### config.mk
export PLATFORM = sky130hd
export DESIGN_NAME = wb_master_arbiter_flat
export DESIGN_NICKNAME = d
export VERILOG_FILES = /design/src/rtl/wb_master_arbiter_pkg.sv /design/src/rtl/wb_master_arbiter_if.sv /design/src/rtl/wb_rr_picker.sv /design/src/rtl/wb_master_arbiter.sv /design/src/flat_wrapper.sv
export SDC_FILE = /design/constraint.sdc
export NUM_CORES = 1
export LEC_CHECK = 0
export CORE_MARGIN = 4
export CORE_UTILIZATION = 35
export CTS_CLUSTER_DIAMETER = 40
export DETAILED_ROUTE_END_ITERATION = 6
export GPL_ROUTABILITY_DRIVEN = 0
export PLACE_DENSITY = 0.73
export SLEW_MARGIN = 20
export SYNTH_ARGS = -nofsm -noshare
export SYNTH_HDL_FRONTEND = slang
export SYNTH_SLANG_ARGS = --single-unit
export TNS_END_PERCENT = 50
### constraint.sdc
create_clock -name clk -period 2.4 [get_ports clk]
set_input_delay 0.36 -clock clk [delete_from_list [all_inputs] [get_ports clk]]
set_output_delay 0.36 -clock clk [all_outputs]
set_load 0.02 [all_outputs]
### src/rtl/wb_master_arbiter_pkg.sv
// ---------------------------------------------------------------------------
// wb_master_arbiter_pkg
// Shared definitions for the Wishbone master arbiter slice: default
// parameter values and the one-hot FSM state encoding.
// ---------------------------------------------------------------------------
package wb_master_arbiter_pkg;

  localparam int NUM_REQ_DEF = 4;   // requesters, 2..8
  localparam int IDX_W_DEF   = 2;   // ceil(log2(NUM_REQ)), 1..3
  localparam int DATA_WL_DEF = 16;  // matches wb_interface data_wl
  localparam int ADR_WL_DEF  = 16;  // matches wb_interface adr_wl

  // One-hot, 4-bit transaction sequencer states.
  typedef enum logic [3:0] {
    ST_IDLE  = 4'b0001,
    ST_ISSUE = 4'b0010,
    ST_WAIT  = 4'b0100,
    ST_RESP  = 4'b1000
  } state_t;

endpackage

### src/rtl/wb_master_arbiter_if.sv
// ---------------------------------------------------------------------------
// wb_master_arbiter_if
// Command/response link between the arbiter and the chip-side port of
// wb_interface.
//   start  : 1-cycle transaction launch pulse        (to start_i)
//   we     : write enable                            (to we_i)
//   addr   : transaction address                     (to addr_i)
//   wdata  : write data                              (to data_i)
//   busy   : transaction in flight                   (from busy_o)
//   valid  : transaction finished, rdata valid       (from valid_o)
//   rdata  : read data                               (from data_o)
// Modports: master = arbiter side, slave = wb_interface side.
// ---------------------------------------------------------------------------
interface wb_master_arbiter_if
  import wb_master_arbiter_pkg::*;
#(
  parameter int DATA_WL = DATA_WL_DEF,
  parameter int ADR_WL  = ADR_WL_DEF
);
  logic               start;
  logic               we;
  logic [ADR_WL-1:0]  addr;
  logic [DATA_WL-1:0] wdata;
  logic               busy;
  logic               valid;
  logic [DATA_WL-1:0] rdata;

  modport master (output start, we, addr, wdata, input busy, valid, rdata);
  modport slave  (input start, we, addr, wdata, output busy, valid, rdata);
endinterface

### src/rtl/wb_rr_picker.sv
// ---------------------------------------------------------------------------
// wb_rr_picker
// Combinational winner selection.
//   req : request vector          ptr : index of the last winner
//   win : selected requester      any : at least one request pending
// Default: round-robin, search starts at ptr+1 and wraps modulo NUM_REQ.
// With WB_ARB_FIXED_PRIO_EN defined: lowest asserted index wins, ptr ignored.
// ---------------------------------------------------------------------------
module wb_rr_picker
  import wb_master_arbiter_pkg::*;
#(
  parameter int NUM_REQ = NUM_REQ_DEF,
  parameter int IDX_W   = IDX_W_DEF
) (
  input  logic [NUM_REQ-1:0] req,
  input  logic [IDX_W-1:0]   ptr,
  output logic [IDX_W-1:0]   win,
  output logic               any
);

`ifdef WB_ARB_FIXED_PRIO_EN
  logic unused_ptr;
  assign unused_ptr = ^ptr;

  always_comb begin
    // NOTE: combinational blocks use blocking '=' and assign every output a
    // default first, so no path leaves a value held (no latch).
    win = '0;
    any = |req;
    // Walk downward so the lowest asserted index is the last assignment.
    for (int i = NUM_REQ - 1; i >= 0; i--) begin
      if (req[i]) win = IDX_W'(i);
    end
  end
`else
  logic [IDX_W:0]   sum;
  logic [IDX_W-1:0] idx;

  always_comb begin
    // NOTE: combinational blocks use blocking '=' and assign every output a
    // default first, so no path leaves a value held (no latch).
    win = '0;
    any = |req;
    sum = '0;
    idx = '0;
    // Walk the search order backwards (farthest offset first) so the nearest
    // pending requester after ptr is the last assignment and wins.
    for (int i = NUM_REQ; i >= 1; i--) begin
      sum = {1'b0, ptr} + (IDX_W + 1)'(i);
      if (sum >= (IDX_W + 1)'(NUM_REQ)) sum = sum - (IDX_W + 1)'(NUM_REQ);
      idx = sum[IDX_W-1:0];
      if (req[idx]) win = idx;
    end
  end
`endif

endmodule

### src/rtl/wb_master_arbiter.sv
// ---------------------------------------------------------------------------
// wb_master_arbiter
// Shares one wb_interface master port among NUM_REQ requesters, one
// transaction at a time: IDLE -> ISSUE -> WAIT -> RESP -> IDLE.
// Ports:
//   clk, a_reset_l : clock, asynchronous active-low reset
//   req            : per-requester request level
//   req_we         : per-requester write enable
//   req_addr       : flattened addresses, requester k at [k*ADR_WL +: ADR_WL]
//   req_data       : flattened write data, same packing
//   gnt            : one-hot 1-cycle accept pulse (during ISSUE)
//   rsp_valid      : one-hot 1-cycle completion pulse (during RESP)
//   rsp_data       : completion data, valid with rsp_valid
//   bus            : master modport towards wb_interface
// All outputs are registered.
// Build option: WB_ARB_FIXED_PRIO_EN selects fixed priority (lowest index
// wins) and removes the round-robin pointer.
// ---------------------------------------------------------------------------
module wb_master_arbiter
  import wb_master_arbiter_pkg::*;
#(
  parameter int NUM_REQ = NUM_REQ_DEF,
  parameter int IDX_W   = IDX_W_DEF,
  parameter int DATA_WL = DATA_WL_DEF,
  parameter int ADR_WL  = ADR_WL_DEF
) (
  input  logic                       clk,
  input  logic                       a_reset_l,
  input  logic [NUM_REQ-1:0]         req,
  input  logic [NUM_REQ-1:0]         req_we,
  input  logic [NUM_REQ*ADR_WL-1:0]  req_addr,
  input  logic [NUM_REQ*DATA_WL-1:0] req_data,
  output logic [NUM_REQ-1:0]         gnt,
  output logic [NUM_REQ-1:0]         rsp_valid,
  output logic [DATA_WL-1:0]         rsp_data,
  wb_master_arbiter_if.master        bus
);

  state_t           state_q, state_d;
  logic [IDX_W-1:0] ptr_q;   // last granted requester
  logic [IDX_W-1:0] cur_q;   // requester owning the transaction in flight
  logic [IDX_W-1:0] win;
  logic             any;
  logic             grant_d; // accept a request this cycle
  logic             done_d;  // completion seen this cycle

  wb_rr_picker #(.NUM_REQ(NUM_REQ), .IDX_W(IDX_W)) u_picker (
    .req (req),
    .ptr (ptr_q),
    .win (win),
    .any (any)
  );

  // State register.
  always_ff @(posedge clk or negedge a_reset_l) begin
    // NOTE: sequential state is updated with non-blocking '<=' so every
    // flop samples pre-edge values regardless of statement order.
    if (!a_reset_l) state_q <= ST_IDLE;
    else            state_q <= state_d;
  end

  // Next-state logic.
  always_comb begin
    state_d = state_q;
    unique case (state_q)
      ST_IDLE:  if (any) state_d = ST_ISSUE;
      ST_ISSUE: state_d = ST_WAIT;
      // A stale valid from the previous transaction cannot be seen here:
      // wb_interface clears it on the start edge that leaves ISSUE.
      ST_WAIT:  if (!bus.busy && bus.valid) state_d = ST_RESP;
      ST_RESP:  state_d = ST_IDLE;
      default:  state_d = ST_IDLE;
    endcase
  end

  // Output decode; the pulses it produces are registered below so they are
  // high during ISSUE and RESP respectively.
  always_comb begin
    grant_d = (state_q == ST_IDLE) && any;
    done_d  = (state_q == ST_WAIT) && !bus.busy && bus.valid;
  end

  always_ff @(posedge clk or negedge a_reset_l) begin
    if (!a_reset_l) begin
      gnt       <= '0;
      rsp_valid <= '0;
      rsp_data  <= '0;
      bus.start <= 1'b0;
      bus.we    <= 1'b0;
      bus.addr  <= '0;
      bus.wdata <= '0;
      cur_q     <= '0;
    end else begin
      bus.start <= grant_d;
      gnt       <= grant_d ? (NUM_REQ'(1) << win) : '0;
      rsp_valid <= done_d  ? (NUM_REQ'(1) << cur_q) : '0;
      if (grant_d) begin
        bus.we    <= req_we[win];
        bus.addr  <= req_addr[int'(win) * ADR_WL +: ADR_WL];
        bus.wdata <= req_data[int'(win) * DATA_WL +: DATA_WL];
        cur_q     <= win;
      end
      // Captured for writes too; the value is then whatever the slave returned.
      if (done_d) rsp_data <= bus.rdata;
    end
  end

`ifdef WB_ARB_FIXED_PRIO_EN
  assign ptr_q = IDX_W'(NUM_REQ - 1);
`else
  // Reset to NUM_REQ-1 so the first search starts at requester 0.
  always_ff @(posedge clk or negedge a_reset_l) begin
    if (!a_reset_l)   ptr_q <= IDX_W'(NUM_REQ - 1);
    else if (grant_d) ptr_q <= win;
  end
`endif

endmodule

### src/flat_wrapper.sv
// flat-port wrapper written by rule: the top's interface ports become plain ports
module wb_master_arbiter_flat import wb_master_arbiter_pkg::*;
#(
  parameter int NUM_REQ = NUM_REQ_DEF,
  parameter int IDX_W   = IDX_W_DEF,
  parameter int DATA_WL = DATA_WL_DEF,
  parameter int ADR_WL  = ADR_WL_DEF
)
  (clk, a_reset_l, req, req_we, req_addr, req_data, gnt, rsp_valid, rsp_data, bus_start, bus_we, bus_addr, bus_wdata, bus_busy, bus_valid, bus_rdata);
  wb_master_arbiter_if #(.DATA_WL(DATA_WL), .ADR_WL(ADR_WL)) bus_i ();
  input  logic clk;
  input  logic a_reset_l;
  input  logic [NUM_REQ-1:0] req;
  input  logic [NUM_REQ-1:0] req_we;
  input  logic [NUM_REQ*ADR_WL-1:0] req_addr;
  input  logic [NUM_REQ*DATA_WL-1:0] req_data;
  output logic [NUM_REQ-1:0] gnt;
  output logic [NUM_REQ-1:0] rsp_valid;
  output logic [DATA_WL-1:0] rsp_data;
  output wire logic [$bits(bus_i.start)-1:0] bus_start;
  output wire logic [$bits(bus_i.we)-1:0] bus_we;
  output wire logic [$bits(bus_i.addr)-1:0] bus_addr;
  output wire logic [$bits(bus_i.wdata)-1:0] bus_wdata;
  input wire logic [$bits(bus_i.busy)-1:0] bus_busy;
  input wire logic [$bits(bus_i.valid)-1:0] bus_valid;
  input wire logic [$bits(bus_i.rdata)-1:0] bus_rdata;
  assign bus_start = bus_i.start;
  assign bus_we = bus_i.we;
  assign bus_addr = bus_i.addr;
  assign bus_wdata = bus_i.wdata;
  assign bus_i.busy = bus_busy;
  assign bus_i.valid = bus_valid;
  assign bus_i.rdata = bus_rdata;
  wb_master_arbiter #(.NUM_REQ(NUM_REQ), .IDX_W(IDX_W), .DATA_WL(DATA_WL), .ADR_WL(ADR_WL)) u_core (.clk(clk), .a_reset_l(a_reset_l), .req(req), .req_we(req_we), .req_addr(req_addr), .req_data(req_data), .gnt(gnt), .rsp_valid(rsp_valid), .rsp_data(rsp_data), .bus(bus_i));
endmodule
Word-level counts from Yosys, hierarchy flattened
Index checks and enable logic that the tools add are counted.
{"block": "op_classes", "shift": 4, "order_cmp": 9, "n_eq_ne": 5, "n_reduce_logical": 7, "n_mux": 23, "n_addsub": 8}
{"operator": "$shiftx 64x7->16", "n": 2}
{"operator": "$mux 2", "n": 8}
{"operator": "$mux 4", "n": 4}
{"operator": "$lt 2x3->1 const B", "n": 5}
{"operator": "$ge 3x3->1 const B", "n": 4}
{"operator": "$pmux 4 s3", "n": 1}
{"operator": "$bmux 1 s2", "n": 5}
{"operator": "$shl 1x2->4 const A", "n": 2}
{"operator": "$sub 2x1->2 const B", "n": 4}
{"operator": "$add 2x2->3 const B", "n": 2}
{"operator": "$mux 1", "n": 5}
{"operator": "$eq 4x1->1 const B", "n": 1}
{"operator": "$eq 4x2->1 const B", "n": 1}
{"operator": "$eq 4x3->1 const B", "n": 1}
{"operator": "$logic_and 1x1->1", "n": 4}
{"operator": "$ne 2x1->1 const B", "n": 2}
{"operator": "$reduce_or 4->1", "n": 1}
{"operator": "$add 2x1->3 const B", "n": 1}
{"operator": "$add 2x3->3 const B", "n": 1}
{"operator": "$reduce_and 2->1", "n": 1}
{"operator": "$logic_not 1->1", "n": 1}
{"block": "totals", "out_inout_bits": 58, "regBits": 66, "wordCells": 66, "inputBits": 156}

Depth between registers and ports, before layout
{"block": "depth", "ltp_word": 11, "ltp_mapped": 9, "ltp_nobuf": 6}

Hierarchy
From an unflattened synthesis, not the netlist that was laid out.
{"block": "hier_totals", "hier_cells": 203, "hier_area_um2": 3373.2}
{"mod": "wb_master_arbiter", "area_each_um2": 3281.9, "instances": 1, "cells_per_inst": 189}
{"mod": "wb_rr_picker", "area_each_um2": 91.3, "instances": 1, "cells_per_inst": 14}

Worst setup path before layout
Ideal clock, no wire load.
{"block": "synth_path", "path_type": "register -> register", "startpoint": "register u_core.ptr_q[1]", "endpoint": "register u_core.bus.addr[11]", "synth_period_minus_slack_ns": 1.817, "n_path_buf": 3, "setup_slack_ns": 0.583, "setup_time_ns": 0.128, "path_stages_with_launch": 9, "required_time_ns": 2.272, "t_arrival_ns": 1.689, "cell_sequence": "dfstp_2 buf_2 mux2i_1 o22a_1 o21a_1 buf_2 buf_2 mux2i_1 nand3_1"}
{"block": "synth_between", "elab_chain_len": 10}
{"element": "from (decl)", "line_no": "wb_master_arbiter.sv:40", "source": "logic [IDX_W-1:0] ptr_q;"}
{"element": "from (signal assigned)", "line_no": "wb_master_arbiter.sv:113", "source": "if (!a_reset_l) ptr_q <= IDX_W'(NUM_REQ - 1);"}
{"element": "from (signal assigned)", "line_no": "wb_master_arbiter.sv:114", "source": "else if (grant_d) ptr_q <= win;"}
{"element": "$add 2x3->3", "line_no": "wb_rr_picker.sv:49", "source": "sum = {1'b0, ptr} + (IDX_W + 1)'(i);"}
{"element": "$ge 3x3->1 / $sub 2x1->2 (equally long branches)", "line_no": "wb_rr_picker.sv:50", "source": "if (sum >= (IDX_W + 1)'(NUM_REQ)) sum = sum - (IDX_W + 1)'(NUM_REQ);"}
{"element": "$mux 2", "line_no": "wb_rr_picker.sv:50"}
{"element": "$bmux 1 s2", "line_no": "wb_rr_picker.sv:52", "source": "if (req[idx]) win = idx;"}
{"element": "$mux 1 (not written as such)", "line_no": "wb_rr_picker.sv:52"}
{"element": "$mux 2 (3 in a row)", "line_no": "wb_rr_picker.sv:52"}
{"element": "$mux 2 (*)", "line_no": "wb_rr_picker.sv:52"}
{"element": "$shiftx 64x7->16 (*)", "line_no": "wb_master_arbiter.sv:99", "source": "bus.addr <= req_addr[int'(win) * ADR_WL +: ADR_WL];"}
{"element": "to (signal assigned)", "line_no": "wb_master_arbiter.sv:99"}
{"element": "to (decl)", "line_no": "wb_master_arbiter_if.sv:28", "source": "modport master (output start, we, addr, wdata, input busy, valid, rdata);"}
Mark *: on every way between the ends. The rest lies on a longest branch, timed or not. The select of a mux whose other input is x is not followed.
A chain may end at the register's enable or synchronous reset.

Worst setup path in the final report
{"block": "layout_path", "startpoint": "input req[0]", "endpoint": "register u_core.bus.addr[5]"}
{"block": "layout_between", "elab_chain_len": 7}
{"element": "from (decl)", "line_no": "flat_wrapper.sv:13", "source": "input logic [NUM_REQ-1:0] req;"}
{"element": "$bmux 1 s2", "line_no": "wb_rr_picker.sv:52"}
{"element": "$mux 1 (not written as such)", "line_no": "wb_rr_picker.sv:52"}
{"element": "$mux 2 (4 in a row)", "line_no": "wb_rr_picker.sv:52"}
{"element": "$shiftx 64x7->16", "line_no": "wb_master_arbiter.sv:99"}
Parallel ways exist; a longest one is shown, timed or not. The select of a mux whose other input is x is not followed.

==> metrics.txt <==
DR WL met2 7167 um; Clk pwr share 16.3%; Power Dens Cells 1160 mW/mm^2; Post-synth EDFFs 0; CTS tree yes; crit start category input pin; CP arrival 2.21 ns; FF-to-FF path depth 6; Total Wirelength 14450 um; grt ovf 0; outcome complete, but fails checks; Starting Density 36.29%; Tmin final 1.997 ns; synth top area cells dfrtp_1 (39%), o211a_1 (17%), mux2i_1 (8.5%); Synth Register Bits 66; first-pass GRT wire length 22950 um; final-report hold violation count 6; CTS root buf clkbuf_16; worst slew pin tran 0.5115 ns; Total Routing Usage GR 21.92%; layout cells sized above 1 12.05%; Leakage 3.419 nW; final number of setup-violating endpoints 0; Reg2Reg Setup Slack 0.50 ns; Post-CTS Setup Inserts 0; Layout Utilization 60.49%; number of global-route vias before repair 4404; post_cts resized 0; DRT iter0 DRCs 302; clock transition at the registers of the reported paths 0.06 ns; clk_lat worst skew 0.33 ns; Die Y 114.9 um; vias 4089; ys async rst share 100.0%; net load switching power 3.289 mW; syn_area_per_cell 10.67 sq um; Worst Path Required 2.61 ns; # rows 38; CTS Buffer Depth 2; # DRC 0; Sw Ratio 42.48%; Via density 5.671; drt wl/cell 20.04 um; Final Cycle Share 83.21%; dominant cell type by area after synthesis dfrtp_1; Max-slew headroom 65.90%; DR WL met3 943 um; # IOs 214; failing checks negative hold slack; pre-CTS WS 0.08097 ns; Gate power share 58.8%; Ys Warns 0; Seq/Total Area, Yosys 41.36%; Setup crit end kind register; Final Power 7.743 mW; post-synth cell types 35; Min-Delay Path Class in2async; Filler Cells Inserted 935; ant diodes 0; hold-fix buffers at CTS 0; Placed Cells incl. Taps 705; Yosys top cell area share 39.39%; detailed placement HPWL 10670 um; setup TNS 0 ns; total core area 0.01103 sq mm; register share of total power 24.9%; RSZ-0062 raised after global routing no; Syn Nets 531; antenna violations before repair 0; Setup CP Type in2reg; width of the chip 114.9 um; count of pins over their slew limit 0; max layer used met4; skew final 0.01133 ns; Max Cap Viol 0; Syn Inst Count 375; Int Pwr 4.454 mW; port bufs 213; pin count of the biggest net entering global routing 47; fin nets 732; Fmax 500.8 MHz; Sink Count 66; Max H-tree Level 3; Area Overhead vs Synth 66.71%; die area 0.01321 sq mm; most common cell after layout, fill and taps aside clkdlybuf4s50_1; predominant post-synthesis flop cell dfrtp_1; Hold WS -0.007719 ns; crit-path max FO 32; Peak VDD IR 0.0006483 V; reg2reg start u_core.ptr_q[1]; post-route insts no fill 721; final worst slack 0.4030 ns; CTS buffer count 9; antenna viol nets, final 0; most frequent cells in the layout clkdlybuf4s50_1 (212), nand3_1 (66), o211a_1 (66), dfrtp_1 (63), mux2i_1 (34); Synth Cell Area 0.004003 sq mm; WL met1 5877 um; drt first pass iters 5; FF-to-FF End u_core.bus.wdata[7]
logic make-up after synthesis:
kind of cell / Yosys count / synth area share [%]
mux: 50 / 13.00
compound gates: 112 / 25.95
flops: 66 / 41.36
buf+inv: 51 / 6.877
simple gates: 96 / 12.82
layer usage:
metal | global-route usage [%] | vias to the layer above
li1 | - | 1876
met1 | 27.35 | 1992
met2 | 37.27 | 189
met3 | 4.895 | 32
met4 | 7.825 | 0
met5 | 0 | -
registers in the layout, indices dropped and copies added, names as in the netlist:
name              count
u_core.bus.addr      16
u_core.bus.wdata     16
u_core.bus.start      1
u_core.state_q        4
u_core.rsp_data      16
u_core.bus.we         1
u_core.ptr_q          2
u_core.gnt            4
u_core.cur_q          2
u_core.rsp_valid      4
worst max path at each step:
stage / startpoint / to / slack, ns / cells after the start
final: req[0] / u_core.bus.addr[5] / 0.40 / 8
after CTS: req[0] / u_core.bus.addr[5] / 0.41 / 8
after global routing: req[0] / u_core.bus.addr[12] / 0.31 / 8
after global placement: req[0] / u_core.bus.wdata[14] / 0.13 / 8
after detailed placement: req[0] / u_core.bus.addr[5] / 0.08 / 8
after floorplan: u_core.ptr_q[1] / u_core.bus.addr[11] / 0.58 / 8
cells in the mapped netlist, types with 2 or more instances:
cell and n:
clkbuf_1 12, mux2i_1 34, buf_6 4, a32oi_1 33, nand3_1 66, mux2_2 16
a21o_1 2, nor3b_1 2, dfstp_2 3, nor3_1 5, inv_1 3, a21oi_1 3
nand2_1 6, nor2_1 5, buf_4 6, nor2b_1 3, nand2b_1 3, o211a_1 66
dfrtp_1 63, buf_2 25
worst max-delay path, cell delays in order:
cell	delay, ns
clkdlybuf4s50_1	0.43
or4_4	0.58
nand3_4	0.13
inv_2	0.06
buf_4	0.23
o211a_1	0.14
mux2i_1	0.16
nand3_1	0.09
stage by stage:
step | cell area [sq um] | hold slack [ns]
floorplan | 4003 | 0.06441
global placement | 6389 | 0.3666
detailed placement | 6389 | 0.3709
CTS | 6673 | 0.006684
global route | 6673 | 0.04023
finish | 6673 | -0.007719
power by group through the flow:
stage	clock (mW)	combinational, mW	sequential [mW]
after CTS	1.28	4.58	1.93
after global routing	1.33	4.90	1.99
final	1.26	4.55	1.93
after floorplan	0	2.26	2.37
after global placement	0	4.45	1.92
after detailed placement	0	4.56	1.94
cell type report:
cell class              instances  area, sq um  area share (%)
clock inverters                 7        58.81          0.8813
inverters                       4        15.01          0.2250
repair buffers                237         2420           36.26
well taps                     140        175.2           2.625
flip-flops and latches         66         1655           24.81
clock buffers                   9        225.2           3.375
multi-input cells             258         2123           31.82
Power figures use the tool's default switching activity.
